File: src/rtl/rv32i_pkg.sv
// Shared definitions for the multi-cycle RV32I control sequencer and its decoder.
package rv32i_pkg;

    localparam int unsigned XLEN = 32;

    // Major opcodes of the supported RV32I classes
    localparam logic [6:0] OP_R     = 7'b0110011;
    localparam logic [6:0] OP_I_ALU = 7'b0010011;
    localparam logic [6:0] OP_LOAD  = 7'b0000011;
    localparam logic [6:0] OP_STORE = 7'b0100011;
    localparam logic [6:0] OP_BRANCH = 7'b1100011;
    localparam logic [6:0] OP_LUI   = 7'b0110111;
    localparam logic [6:0] OP_AUIPC = 7'b0010111;
    localparam logic [6:0] OP_JAL   = 7'b1101111;
    localparam logic [6:0] OP_JALR  = 7'b1100111;

    // Register-file write-data source select
    localparam logic [2:0] RFWD_ALU    = 3'd0;
    localparam logic [2:0] RFWD_BUS    = 3'd1;
    localparam logic [2:0] RFWD_IMM    = 3'd2;
    localparam logic [2:0] RFWD_PC_IMM = 3'd3;
    localparam logic [2:0] RFWD_PC_4   = 3'd4;

    typedef enum logic [2:0] {
        ST_FETCH,
        ST_DECODE,
        ST_EXECUTE,
        ST_MEM,
        ST_WB,
        ST_TRAP
    } state_e;

    typedef enum logic [3:0] {
        CLS_ILLEGAL,
        CLS_R,
        CLS_I_ALU,
        CLS_LOAD,
        CLS_STORE,
        CLS_BRANCH,
        CLS_LUI,
        CLS_AUIPC,
        CLS_JAL,
        CLS_JALR
    } instr_class_e;

    typedef enum logic [1:0] {
        TRAP_NONE,
        TRAP_ILLEGAL,
        TRAP_MISALIGNED,
        TRAP_BUS_TIMEOUT
    } trap_cause_e;

    // Encoded like funct3[1:0] of loads/stores
    typedef enum logic [1:0] {
        SIZE_BYTE = 2'b00,
        SIZE_HALF = 2'b01,
        SIZE_WORD = 2'b10
    } access_size_e;

    typedef struct packed {
        instr_class_e cls;
        logic [3:0]   alu_control;
        logic         alu_src;
        logic         rd1_sel;
        logic [2:0]   rfwd_src;
        access_size_e acc_size;
        logic         illegal;
    } decode_t;

    // Lane enables for an access of the given size at the given low address bits
    function automatic logic [3:0] byte_enable(input access_size_e acc_size, input logic [1:0] addr_low);
        case (acc_size)
            SIZE_BYTE: return 4'b0001 << addr_low;
            SIZE_HALF: return 4'b0011 << {addr_low[1], 1'b0};
            default:   return 4'b1111;
        endcase
    endfunction

    // Halves need an even address, words a 4-byte aligned one
    function automatic logic is_misaligned(input access_size_e acc_size, input logic [1:0] addr_low);
        case (acc_size)
            SIZE_HALF: return addr_low[0];
            SIZE_WORD: return addr_low != 2'b00;
            default:   return 1'b0;
        endcase
    endfunction

endpackage

File: src/rtl/rv32i_decoder.sv
// Combinational instruction decoder: class, datapath selects, access size, legality.
module rv32i_decoder
    import rv32i_pkg::*;
(
    input  logic [XLEN-1:0] instr_i,
    output decode_t         dec_o
);

    logic [6:0] opcode;
    logic [2:0] funct3;
    logic [6:0] funct7;
    logic       unused_fields;

    assign opcode = instr_i[6:0];
    assign funct3 = instr_i[14:12];
    assign funct7 = instr_i[31:25];
    // Register specifiers and immediates are consumed by the datapath, not here
    assign unused_fields = ^{instr_i[24:15], instr_i[11:7]};

    // Opcode/funct decode; any reserved encoding collapses to the illegal class
    always_comb begin
        dec_o             = '0;
        dec_o.cls         = CLS_ILLEGAL;
        dec_o.alu_control = 4'b0000;
        dec_o.alu_src     = 1'b0;
        dec_o.rd1_sel     = 1'b0;
        dec_o.rfwd_src    = RFWD_ALU;
        dec_o.acc_size    = SIZE_WORD;
        dec_o.illegal     = 1'b1;
        case (opcode)
            OP_R: begin
                dec_o.cls         = CLS_R;
                dec_o.alu_control = {funct7[5], funct3};
                dec_o.illegal     = !((funct7 == 7'b0000000) ||
                                      ((funct7 == 7'b0100000) &&
                                       ((funct3 == 3'b000) || (funct3 == 3'b101))));
            end
            OP_I_ALU: begin
                dec_o.cls         = CLS_I_ALU;
                dec_o.alu_src     = 1'b1;
                // Only SRAI carries a meaningful funct7[5]; other immediates must not flip the op
                dec_o.alu_control = {(funct3 == 3'b101) & funct7[5], funct3};
                if (funct3 == 3'b001) begin
                    dec_o.illegal = funct7 != 7'b0000000;
                end else if (funct3 == 3'b101) begin
                    dec_o.illegal = (funct7 != 7'b0000000) && (funct7 != 7'b0100000);
                end else begin
                    dec_o.illegal = 1'b0;
                end
            end
            OP_LOAD: begin
                dec_o.cls      = CLS_LOAD;
                dec_o.alu_src  = 1'b1;
                dec_o.rfwd_src = RFWD_BUS;
                dec_o.acc_size = access_size_e'(funct3[1:0]);
                dec_o.illegal  = (funct3[1:0] == 2'b11) || (funct3 == 3'b110);
            end
            OP_STORE: begin
                dec_o.cls      = CLS_STORE;
                dec_o.alu_src  = 1'b1;
                dec_o.acc_size = access_size_e'(funct3[1:0]);
                dec_o.illegal  = funct3[2] || (funct3[1:0] == 2'b11);
            end
            OP_BRANCH: begin
                dec_o.cls         = CLS_BRANCH;
                dec_o.alu_control = {1'b0, funct3};
                dec_o.illegal     = funct3[2:1] == 2'b01;
            end
            OP_LUI: begin
                dec_o.cls      = CLS_LUI;
                dec_o.alu_src  = 1'b1;
                dec_o.rfwd_src = RFWD_IMM;
                dec_o.illegal  = 1'b0;
            end
            OP_AUIPC: begin
                dec_o.cls      = CLS_AUIPC;
                dec_o.alu_src  = 1'b1;
                dec_o.rd1_sel  = 1'b1;
                dec_o.rfwd_src = RFWD_PC_IMM;
                dec_o.illegal  = 1'b0;
            end
            OP_JAL: begin
                dec_o.cls      = CLS_JAL;
                dec_o.alu_src  = 1'b1;
                dec_o.rd1_sel  = 1'b1;
                dec_o.rfwd_src = RFWD_PC_4;
                dec_o.illegal  = 1'b0;
            end
            OP_JALR: begin
                dec_o.cls      = CLS_JALR;
                dec_o.alu_src  = 1'b1;
                dec_o.rfwd_src = RFWD_PC_4;
                dec_o.illegal  = funct3 != 3'b000;
            end
            default: begin
                dec_o.illegal = 1'b1;
            end
        endcase
        if (dec_o.illegal) begin
            dec_o.cls = CLS_ILLEGAL;
        end
    end

endmodule

File: src/rtl/rv32i_mc_control.sv
// Multi-cycle control sequencer: FETCH/DECODE/EXECUTE/MEM/WB/TRAP with bus handshake.
module rv32i_mc_control
    import rv32i_pkg::*;
#(
    parameter bit          HAS_WAIT    = 1'b1,
    parameter int unsigned MEM_TIMEOUT = 16
) (
    input  logic            clk,
    input  logic            reset,
    input  logic [XLEN-1:0] instrCode,
    input  logic [1:0]      busAddrLow,
    input  logic            busReady,
    output logic            pcEn,
    output logic            irEn,
    output logic            regFileWe,
    output logic [3:0]      aluControl,
    output logic            aluSrcMuxSel,
    output logic            RD1MuxSel,
    output logic [2:0]      RFWDSrcMuxSel,
    output logic            branch,
    output logic            jump,
    output logic            busWe,
    output logic            busRe,
    output logic [3:0]      busByteEn,
    output logic            trap,
    output logic [1:0]      trapCause
);

    localparam int unsigned CNT_W = (MEM_TIMEOUT == 0) ? 1 : $clog2(MEM_TIMEOUT + 1);
    // Counter value at which one more idle MEM cycle exhausts the budget
    localparam logic [CNT_W-1:0] CNT_LAST = CNT_W'((MEM_TIMEOUT == 0) ? 0 : MEM_TIMEOUT - 1);

    state_e            state_q, state_d;
    logic [CNT_W-1:0]  cnt_q, cnt_d;
    trap_cause_e       cause_q, cause_d;
    logic              bus_re_q, bus_re_d;
    logic              bus_we_q, bus_we_d;
    logic [3:0]        byte_en_q, byte_en_d;

    decode_t           dec;
    logic              active;
    logic              mem_done;
    logic              timeout_hit;
    logic              exec_writes;

    rv32i_decoder u_decoder (
        .instr_i (instrCode),
        .dec_o   (dec)
    );

    assign active      = reset;
    assign mem_done    = (HAS_WAIT == 1'b0) || busReady;
    assign timeout_hit = (MEM_TIMEOUT != 0) && (cnt_q == CNT_LAST);
    assign exec_writes = (dec.cls == CLS_R)     || (dec.cls == CLS_I_ALU) ||
                         (dec.cls == CLS_LUI)   || (dec.cls == CLS_AUIPC) ||
                         (dec.cls == CLS_JAL)   || (dec.cls == CLS_JALR);

    // Next-state, wait counter, trap cause and registered bus strobes
    always_comb begin
        state_d   = state_q;
        cnt_d     = cnt_q;
        cause_d   = cause_q;
        bus_re_d  = 1'b0;
        bus_we_d  = 1'b0;
        byte_en_d = 4'b0000;
        case (state_q)
            ST_FETCH: begin
                state_d = ST_DECODE;
            end
            ST_DECODE: begin
                if (dec.illegal) begin
                    state_d = ST_TRAP;
                    cause_d = TRAP_ILLEGAL;
                end else begin
                    state_d = ST_EXECUTE;
                end
            end
            ST_EXECUTE: begin
                if ((dec.cls == CLS_LOAD) || (dec.cls == CLS_STORE)) begin
                    if (is_misaligned(dec.acc_size, busAddrLow)) begin
                        state_d = ST_TRAP;
                        cause_d = TRAP_MISALIGNED;
                    end else begin
                        // Lane enables are captured here so they stay stable for the whole access
                        state_d   = ST_MEM;
                        cnt_d     = '0;
                        bus_re_d  = dec.cls == CLS_LOAD;
                        bus_we_d  = dec.cls == CLS_STORE;
                        byte_en_d = byte_enable(dec.acc_size, busAddrLow);
                    end
                end else begin
                    state_d = ST_FETCH;
                end
            end
            ST_MEM: begin
                if (mem_done) begin
                    state_d = bus_re_q ? ST_WB : ST_FETCH;
                end else if (timeout_hit) begin
                    state_d = ST_TRAP;
                    cause_d = TRAP_BUS_TIMEOUT;
                end else begin
                    bus_re_d  = bus_re_q;
                    bus_we_d  = bus_we_q;
                    byte_en_d = byte_en_q;
                    if (cnt_q != '1) begin
                        cnt_d = cnt_q + CNT_W'(1);
                    end
                end
            end
            ST_WB: begin
                state_d = ST_FETCH;
            end
            ST_TRAP: begin
                state_d = ST_TRAP;
            end
            default: begin
                state_d = ST_FETCH;
            end
        endcase
    end

    // State and strobe registers
    always_ff @(posedge clk or negedge reset) begin
        if (!reset) begin
            state_q   <= ST_FETCH;
            cnt_q     <= '0;
            cause_q   <= TRAP_NONE;
            bus_re_q  <= 1'b0;
            bus_we_q  <= 1'b0;
            byte_en_q <= 4'b0000;
        end else begin
            state_q   <= state_d;
            cnt_q     <= cnt_d;
            cause_q   <= cause_d;
            bus_re_q  <= bus_re_d;
            bus_we_q  <= bus_we_d;
            byte_en_q <= byte_en_d;
        end
    end

    // Decoded enables and selects; forced low while reset is held so nothing leaks out
    always_comb begin
        irEn          = active && (state_q == ST_FETCH);
        pcEn          = active && (((state_q == ST_EXECUTE) && (exec_writes || (dec.cls == CLS_BRANCH))) ||
                                   ((state_q == ST_MEM) && bus_we_q && mem_done) ||
                                   (state_q == ST_WB));
        regFileWe     = active && (((state_q == ST_EXECUTE) && exec_writes) || (state_q == ST_WB));
        branch        = active && (state_q == ST_EXECUTE) && (dec.cls == CLS_BRANCH);
        jump          = active && (state_q == ST_EXECUTE) &&
                        ((dec.cls == CLS_JAL) || (dec.cls == CLS_JALR));
        aluControl    = active ? dec.alu_control : 4'b0000;
        aluSrcMuxSel  = active && dec.alu_src;
        RD1MuxSel     = active && dec.rd1_sel;
        RFWDSrcMuxSel = !active ? 3'd0 : ((state_q == ST_WB) ? RFWD_BUS : dec.rfwd_src);
    end

    assign busWe     = bus_we_q;
    assign busRe     = bus_re_q;
    assign busByteEn = byte_en_q;
    assign trap      = state_q == ST_TRAP;
    assign trapCause = cause_q;

endmodule

File: config.mk
export PLATFORM = sky130hd
export DESIGN_NAME = rv32i_mc_control
export DESIGN_NICKNAME = d
export VERILOG_FILES = /design/src/rtl/rv32i_pkg.sv /design/src/rtl/rv32i_decoder.sv /design/src/rtl/rv32i_mc_control.sv
export SDC_FILE = /design/constraint.sdc
export NUM_CORES = 1
export LEC_CHECK = 0
export BUFFER_PORTS_ARGS = -buffer_cell sky130_fd_sc_hd__buf_2
export CORE_ASPECT_RATIO = 1.1
export CORE_MARGIN = 2
export CORE_UTILIZATION = 30
export DETAILED_ROUTE_END_ITERATION = 8
export PLACE_DENSITY_LB_ADDON = 0.12
export SKIP_LAST_GASP = 1
export SYNTH_ARGS = -nofsm -noshare
export SYNTH_HDL_FRONTEND = slang
export SYNTH_SLANG_ARGS = --single-unit
File: constraint.sdc
create_clock -name clk -period 4.95 [get_ports clk]
set_input_delay 0.2475 -clock clk [delete_from_list [all_inputs] [get_ports clk]]
set_output_delay 0.2475 -clock clk [all_outputs]
set_load 0.05 [all_outputs]
==> summary.md, run 1 <==
| Metric | Value |
|---|---|
| Lkg Pwr | `a little over 0.0008 µW` |
| Post-Route M1 WL | `about 1800 µm` |
| Endpoints failing setup | `0` |
| CTS Sinks | `16` |
| Worst-Skew Late Latency | `0.25 ns` |
| Setup tns final | `0 ns` |
| # rows | `26` |
| Die ar. | `0.00534 mm²` |
| Main area contributors after synthesis | `dfrtp_1, ha_1, nand2_1` |
| Flops & latches, synth | `16` |
| Vias/cell | `about 5.5` |
| Clk root buf | `clkbuf_8` |
| Post-route core utilization | `0.374` |
| Die Width | `roughly 70 µm` |
| Fin crit period | `approximately 2.7 ns` |
| Hold path endpoint | `state_q[0]` |
| Worst-path clk slew | `0.06 ns` |
| Worst Path Buf+Inv | `1` |
| Most used DFF post-synth | `dfrtp_1` |
| Die Span Y | `around 76 µm` |
| Cell Area, Synth | `roughly 0.0014 mm²` |
| Cell depth of the worst flop-to-flop path | `6` |
| Syn nets | `about 230` |
| Sequential area share after synthesis | `0.280` |
| DR top layer | `met4` |
| Worst R2R End | `busRe` |
| Max VDD drop | `0.115 mV` |
| Slew @ Worst Pin | `about 0.76 ns` |
| Initial DRT Pass Iterations | `4` |
| Total GRT Usage | `0.153` |
| Ant diodes | `0` |
| Final wirelength | `4060 µm` |
| Worst EP arrival | `around 2.9 ns` |
| Syn Inst Count | `roughly 180` |
| Vias in the first global route | `about 1400` |
| DR WL met2 | `slightly below 2000 µm` |
| Crit path kind | `primary input to flop` |
| Clk buf depth | `2` |
| Top delay family on crit path | `simple AND/OR/NAND/NOR gates` |
| Syn avg cell area | `about 7.8 µm²` |
| Area delta synth->final | `20.6%` |
| Post-synth EDFFs | `0` |
| Cells on Worst Hold Path | `3` |
| Crit-path cells | `buf_2 -> nand4bb_1 -> or2_2 -> nor2_1 -> ha_1 -> nand2_1 -> a211oi_1 -> o2111ai_1 -> a2111oi_0 -> a211o_1` |
| Reg2reg setup slack | `approximately 2.7 ns` |
| Core area | `between 0.004 and 0.005 mm²` |
| Synth unique cells | `between 40 and 50` |
| Met3 WL post-DR | `around 230 µm` |
| PortBufs | `44` |
| Pwr dens | `249 mW/mm²` |
| Nets@finish | `268` |
| Dpl cell area | `0.00168 mm²` |
| Min-delay worst type | `primary input to flop` |
| Antenna-violating nets left | `0` |
| Outcome | `finished clean` |
| TritonCTS clock tree | `built` |
| Fin. Hold Viols | `0` |
| Largest net degree at the start of global routing | `23` |
| Final Instance Area | `0.00173 mm²` |
| H-tree levels | `1` |
| Max-Cap Viols | `0` |
| Critical path's slowest cell | `a2111oi_0` |
| Crit path required time | `5.14 ns` |
| # IOs | `60` |
| Vias | `about 1500` |
| Setup crit start kind | `primary input` |
| Max Slew Vio Count | `0` |
| Fill count | `515` |
| Origin of the worst min-delay path | `busReady` |
| Hpwl dp | `about 3100 µm` |
| Share of layout cells above drive strength 1 | `0.242` |
| Routed len/inst | `14.5 µm` |
| Antenna violations before repair | `0` |
| CTS buffer count | `3` |
| Period utilisation layout | `0.548` |
| Critical R2R Launch | `cnt_q[0]` |
| Initial core utilization | `0.310` |
| CP max FO | `12` |
| Synth warn | `0` |
| Synth async-reset ratio | `1.00` |
| Crit. End Element | `flop` |
| RSZ-0062 raised after global routing | `false` |
| Crit path largest cell delay | `0.43 ns` |
| DR iter-0 viols | `between 80 and 90` |
| Hold WS | `0.409 ns` |
| Fmax | `369 MHz` |
| Grt total ovfl | `0` |
| First-pass GRT wire length | `around 6800 µm` |
| Max-slew headroom | `0.495` |
| Top-area cell type share of the netlist area | `0.280` |
| CTS resizes | `0` |
| # DRC | `0` |
| Worst Skew | `0.00326 ns` |
| Yosys top cell by area | `dfrtp_1` |
| Routability Congestion | `0.778` |
==> routing by layer <==
| layer | vias up | track usage |
|---|---|---|
| met3 | 8 | 0.0251 |
| met4 | 0 | 0.0538 |
| li1 | 763 | - |
| met5 | - | 0 |
| met1 | 710 | 0.189 |
| met2 | 46 | 0.266 |
==> area by class of cell <==
cell class,instances,area [µm²],area share
multi-input cells,148,943,0.546
flip-flops and latches,16,400,0.232
repair buffers,45,230,0.133
well taps,56,70.1,0.0406
clock buffers,3,41.3,0.0239
inverters,11,41.3,0.0239
==> metrics by stage <==
stage	setup WS, ns	power (µW)	instances
after floorplan	2.09	289	184
after global placement	1.90	338	275
after detailed placement	1.92	335	275
after CTS	2.16	435	279
after global routing	1.93	461	279
final	2.24	430	279
==> worst min-delay path: stages <==
cell and delay, ns:
buf_2 0.15, or2_2 0.14, a311oi_1 0.08
==> where the power goes <==
part | internal [µW] | switching (µW) | leakage [µW]
logic | 50.8 | 117 | 0.000575
registers | 142 | 22.4 | 0.000209
clock network | 53.9 | 43.3 | 0.0000216
==> how the worst max path moves through the flow <==
stage,start,to,cells past startpoint
floorplan,instrCode[6],jump,6
global placement,instrCode[3],trapCause[1],10
detailed placement,instrCode[2],trapCause[1],10
CTS,instrCode[3],trapCause[1],10
global route,instrCode[3],trapCause[1],10
finish,instrCode[3],trapCause[1],10
==> state kept, by name, indices dropped and copies added, names as in the netlist <==
signal and count:
busRe 1, cnt_q 5, busWe 1, busByteEn 4, state_q 3, trapCause 2
==> logic make-up after synthesis <==
logic type,synth area share
AOI/OAI and AO/OA,0.259
xor gates and xnor gates,0.0184
adders and majority gates,0.0524
buffers and inverters,0.0612
DFF,0.280
and+or+nand+nor,0.330
==> cell usage after synthesis (all sizes together) (4+ instances only) <==
| library cell | number |
|---|---|
| nand3 | 7 |
| nor2 | 17 |
| and3 | 6 |
| nand2 | 17 |
| a21oi | 12 |
| clkbuf | 6 |
| inv | 11 |
| ha | 6 |
| a22o | 6 |
| nand2b | 4 |
| nor3 | 12 |
| dfrtp | 16 |
| or2 | 5 |
| o21ai | 11 |
| a2111oi | 4 |
==> cells in the final DEF (no fill, tap or decap), types with 2 or more instances in the layout <==
master / count
buf_2: 44
nor2_1: 17
nand2_1: 17
dfrtp_1: 16
nor3_1: 12
a21oi_1: 12
inv_1: 11
o21ai_0: 11
nand3_1: 7
and3_1: 6
a22o_1: 6
ha_1: 6
nand2b_1: 4
or2_2: 3
xor2_1: 3
nor2b_1: 3
nand3b_1: 3
a211oi_1: 3
a32o_1: 3
clkbuf_8: 3
or2_1: 2
nor4_1: 2
a21o_1: 2
and2_1: 2
a211o_1: 2
or4_1: 2
a2111oi_2: 2
a2111oi_0: 2
o2111ai_1: 2
==> repair_timing <==
action                                 4_1_cts  5_1_grt
buffers inserted                             0        0
hold buffers                                 1        0
endpoints found under the hold margin       16        0
Note: power is estimated with default switching activity, not from simulation.
==> inputs of run 2 (changes only) <==
- clock period: 4.95 -> 2.25 ns (I/O delays scaled with it)
==> summary.md, run 2 (synthesis results as in run 1) <==
| Metric | Value |
|---|---|
| Outcome | `finished clean` |
| Max-Cap Viols | `0` |
| Initial DRT Pass Iterations | `4` |
| Max-slew headroom | `0.681` |
| CTS Sinks | `16` |
| Reg power frac | `0.304` |
| Fin crit period | `2.09 ns` |
| Top delay family on crit path | `simple AND/OR/NAND/NOR gates` |
| CP max FO | `6` |
| Worst Path Buf+Inv | `2` |
| # IOs | `60` |
| H-tree levels | `1` |
| Register area | `around 400 µm²` |
| Core area | `approximately 0.0046 mm²` |
| DR iter-0 viols | `96` |
| Crit-path cells | `or3b_1 -> nor4_2 -> buf_4 -> nor3b_2 -> buf_2` |
| Routability Congestion | `approximately 0.8` |
| Commonest non-fill, non-tap cell in the layout | `buf_2` |
| Total GRT Usage | `0.170` |
| Endpoints failing setup | `0` |
| # DRC | `0` |
| Comb pwr share | `0.449` |
| Fill count | `between 400 and 500` |
| Worst-path clk slew | `~0.07 ns` |
| Max reg flops | `5` |
| Multi-input logic area | `981 µm²` |
| Setup tns final | `0 ns` |
| Vias | `around 1600` |
| Die Width | `~70 µm` |
| PortBufs | `44` |
| Die ar. | `0.00534 mm²` |
| Ant diodes | `0` |
| Worst-Skew Late Latency | `between 0.2 and 0.3 ns` |
| First-pass GRT wire length | `~7400 µm` |
| # rows | `26` |
| Hpwl dp | `between 3000 and 4000 µm` |
| Clk buf depth | `2` |
| Final wirelength | `approximately 4400 µm` |
| Clk root buf | `clkbuf_8` |
| Critical path's slowest cell | `or3b_1` |
| Worst Skew | `between 0.004 and 0.005 ns` |
| Die Span Y | `76.4 µm` |
| Share of layout cells above drive strength 1 | `0.343` |
| Pwr dens | `549 mW/mm²` |
| Fmax | `479 MHz` |
| Worst EP arrival | `a little under 2 ns` |
| Initial core utilization | `0.310` |
| Antenna violations before repair | `0` |
| Final Instance Area | `~0.0020 mm²` |
| Dpl cell area | `about 0.0019 mm²` |
| Grt total ovfl | `0` |
| Sw power | `442 µW` |
| Vias/cell | `~5.3` |
| Crit path kind | `flop to output pin` |
| Largest net degree at the start of global routing | `21` |
| CTS buffer count | `3` |
| Sw frac | `0.411` |
| DR WL met2 | `~2200 µm` |
| Met3 WL post-DR | `approximately 180 µm` |
| Min-delay worst type | `primary input to flop` |
| Area delta synth->final | `36.8%` |
| Max Slew Vio Count | `0` |
| Commonest cells after routing, fill and taps aside | `buf_2, buf_4, nand2_1` |
| Internal Power | `~630 µW` |
| Lkg Pwr | `0.000933 µW` |
| RSZ-0062 raised after global routing | `false` |
| Antenna-violating nets left | `0` |
| DR top layer | `met4` |
| Vias in the first global route | `1507` |
| Crit path required time | `2.14 ns` |
| Slew @ Worst Pin | `around 0.47 ns` |
| Post-Route M1 WL | `around 2000 µm` |
| Post-CTS setup buffers | `0` |
| Clock power share | `0.248` |
| Fin. Hold Viols | `0` |
| TritonCTS clock tree | `built` |
| Period utilisation layout | `0.928` |
| Setup crit start kind | `flop` |
| Max VDD drop | `roughly 0.32 mV` |
| Nets@finish | `between 200 and 300` |
| Hold WS | `approximately 0.27 ns` |
| Routed len/inst | `around 15 µm` |
| Crit. End Element | `output pin` |
| Most flops, register | `cnt_q` |
| Crit path largest cell delay | `~0.44 ns` |
## run 2: path summary, 6_finish.rpt
| kind | start | endpoint | slack [ns] | cells past startpoint |
|---|---|---|---|---|
| setup / recovery | state_q[0] | jump | 0.16 | 5 |
| hold / removal | busAddrLow[1] | busByteEn[2] | 0.27 | 4 |
| setup reg to reg | cnt_q[1] | cnt_q[3] | 0.27 | 8 |
| hold reg to reg | trapCause[0] | trapCause[0] | 0.50 | 1 |
| max in group asynchronous | reset | busRe | 1.61 | 3 |
| min in group asynchronous | reset | state_q[0] | 0.42 | 3 |
## run 2: tightest hold or removal path, cell delays in order
cell	delay [ns]
buf_2	0.11
o21ai_0	0.08
nand2_1	0.06
a22o_1	0.11
## run 2: layout make-up
type	instances	area share
multi-input combinational	148	0.501
timing repair buffer	69	0.210
sequential	16	0.204
tap	56	0.0358
clock buffer	4	0.0281
inverter	11	0.0211
## run 2: repair_timing
| action | 4_1_cts | 5_1_grt |
|---|---|---|
| hold buffers | 1 | 0 |
| endpoints found under the setup margin | 0 | 2 |
| endpoints found under the hold margin | 16 | 0 |
| resized for setup | 0 | 2 |
## run 2: power by group through the flow
stage               Sequential, µW  Clock (µW)  Combinational [µW]
floorplan                      330           0                 312
global route                   329         292                 525
finish                         326         266                 482
CTS                            327         278                 484
detailed placement             333           0                 481
global placement               331           0                 482
## run 2: through the flow
step	util	setup WS (ns)	instances	total power, µW
global placement	0.408	-0.0111	299	813
global route	0.424	0.0235	304	1150
floorplan	-	0.0222	184	642
detailed placement	0.408	-0.0161	299	813
finish	0.424	0.162	304	1070
CTS	0.423	0.136	304	1090
## run 2: per-layer routing
layer  global-route usage  up-vias
met3               0.0212        5
met2                0.295       39
met5                    0        -
li1                     -      807
met1                0.223      755
met4               0.0404        0
==> inputs of run 3 (changes only) <==
- REMOVE_ABC_BUFFERS: unset -> 1
- SKIP_LAST_GASP: 1 -> unset
==> summary.md, run 3 (synthesis results as in run 1) <==
| Metric | Value |
|---|---|
| Outcome | `finished clean` |
| Slew @ Worst Pin | `approximately 0.68 ns` |
| Internal Power | `approximately 600 µW` |
| CTS Sinks | `16` |
| Area delta synth->final | `34.3%` |
| Reg power frac | `0.325` |
| Setup crit start kind | `primary input` |
| Sw power | `slightly above 400 µW` |
| Fin crit period | `2.13 ns` |
| Multi-input logic area | `approximately 940 µm²` |
| Commonest non-fill, non-tap cell in the layout | `buf_2` |
| Worst-Skew Late Latency | `roughly 0.25 ns` |
| TritonCTS clock tree | `built` |
| Vias in the first global route | `approximately 1500` |
| PnR worst setup slack | `~0.12 ns` |
| Share of layout cells above drive strength 1 | `0.321` |
| Max-slew headroom | `0.544` |
| Antenna-violating nets left | `0` |
| Worst-path clk slew | `approximately 0.06 ns` |
| Min-delay worst type | `primary input to flop` |
| Clk root buf | `clkbuf_8` |
| Gr busiest metal | `met2` |
| Comb pwr share | `0.465` |
| Grt total ovfl | `0` |
| Fmax | `~470 MHz` |
| Clk buf depth | `2` |
| PortBufs | `44` |
| Non-filler cells, final | `~300` |
| Crit. End Element | `output pin` |
| Dpl ws | `-0.0719 ns` |
| Register area | `~400 µm²` |
| Met1 usage | `0.194` |
| Vias | `~1600` |
| Placed cells | `approximately 300` |
| # IOs | `60` |
| Hpwl dp | `around 3400 µm` |
| Met2 GRT Util | `0.277` |
| Initial core utilization | `0.310` |
| Antenna violations before repair | `0` |
| Initial DRT Pass Iterations | `4` |
| Nets@finish | `just under 300` |
| Most flops, register | `cnt_q` |
| Largest net degree at the start of global routing | `21` |
| Max Slew Vio Count | `0` |
| Max reg flops | `5` |
| RSZ-0062 raised after global routing | `false` |
| Fill count | `490` |
| Total GRT Usage | `0.157` |
| Period utilisation layout | `0.946` |
| H-tree levels | `1` |
| Core area | `0.00462 mm²` |
| Fin. Hold Viols | `0` |
| Max VDD drop | `approximately 0.28 mV` |
| Die ar. | `~0.0053 mm²` |
| Routed len/inst | `between 10 and 15 µm` |
| Final wirelength | `4290 µm` |
| Post-CTS setup buffers | `0` |
| DR iter-0 viols | `just under 60` |
| Lkg Pwr | `0.000934 µW` |
| Worst EP arrival | `approximately 2 ns` |
| Worst Skew | `about 0.0019 ns` |
| # rows | `26` |
| Sw frac | `0.409` |
| CP max FO | `8` |
| CTS buffer count | `3` |
| # DRC | `0` |
| First-pass GRT wire length | `6930 µm` |
| Vias/cell | `5.26` |
| Die Span Y | `about 76 µm` |
| Crit path required time | `around 2.1 ns` |
| Max-Cap Viols | `0` |
| Clock power share | `0.210` |
| Die Width | `about 70 µm` |
| Endpoints failing setup | `0` |
| Routability Congestion | `0.777` |
| Ant diodes | `0` |
| Commonest cells after routing, fill and taps aside | `buf_2, buf_4, nor2_1, nand2_1, dfrtp_1` |
| Pwr dens | `approximately 520 mW/mm²` |
| Met3 Use GR | `0.0225` |
| Crit path kind | `primary input to output pin` |
-- run 3: through the flow --
stage               setup TNS, ns   util  total power, µW  cell area, µm²  hold slack, ns
floorplan                  -0.390      -              616            1390          -0.183
detailed placement         -0.194  0.405              803            1870           0.137
CTS                             0  0.416             1020            1920           0.283
global route                    0  0.416             1070            1920           0.304
global placement           -0.213  0.405              807            1870           0.150
finish                          0  0.416             1010            1920           0.270
-- run 3: final timing paths --
| check | startpoint | end | slack [ns] | cells past startpoint |
|---|---|---|---|---|
| min reg2reg | trapCause[0] | trapCause[0] | 0.51 | 1 |
| max reg2reg | cnt_q[1] | cnt_q[3] | 0.17 | 8 |
| min in group asynchronous | reset | busByteEn[1] | 0.39 | 3 |
| max | instrCode[6] | jump | 0.12 | 9 |
| max in group asynchronous | reset | trapCause[1] | 1.64 | 3 |
| min | busAddrLow[1] | busByteEn[2] | 0.27 | 4 |
-- run 3: layout make-up --
type	instances	area share
multi-input combinational	148	0.491
timing repair buffer	71	0.221
tap	56	0.0365
clock buffer	3	0.0215
sequential	16	0.208
inverter	11	0.0215
-- run 3: per-layer routing --
metal / vias to the layer above / share of wire
li1: 815 / -
met1: 746 / 0.46
met2: 36 / 0.48
met3: 6 / 0.044
met4: 0 / 0.014
met5: - / 0
-- run 3: worst max-delay path, cell delays in order --
cell and delay [ns]:
buf_2 0.10, buf_4 0.15, nand2b_1 0.26, o21ai_0 0.28, nor2_1 0.17, nor4_2 0.26
buf_4 0.19, nor3b_1 0.19, buf_2 0.29
-- run 3: repair_timing --
| action | 4_1_cts | 5_1_grt |
|---|---|---|
| hold buffers | 1 | 0 |
| gates resized for setup | 0 | 0 |
| hold endpoints to repair | 16 | 0 |
-- run 3: power by group through the flow --
stage / Clock, µW / Combinational (µW) / Sequential, µW
floorplan: 0 / 262 / 354
global placement: 0 / 474 / 333
detailed placement: 0 / 471 / 332
CTS: 219 / 473 / 327
global route: 233 / 508 / 331
finish: 212 / 468 / 327
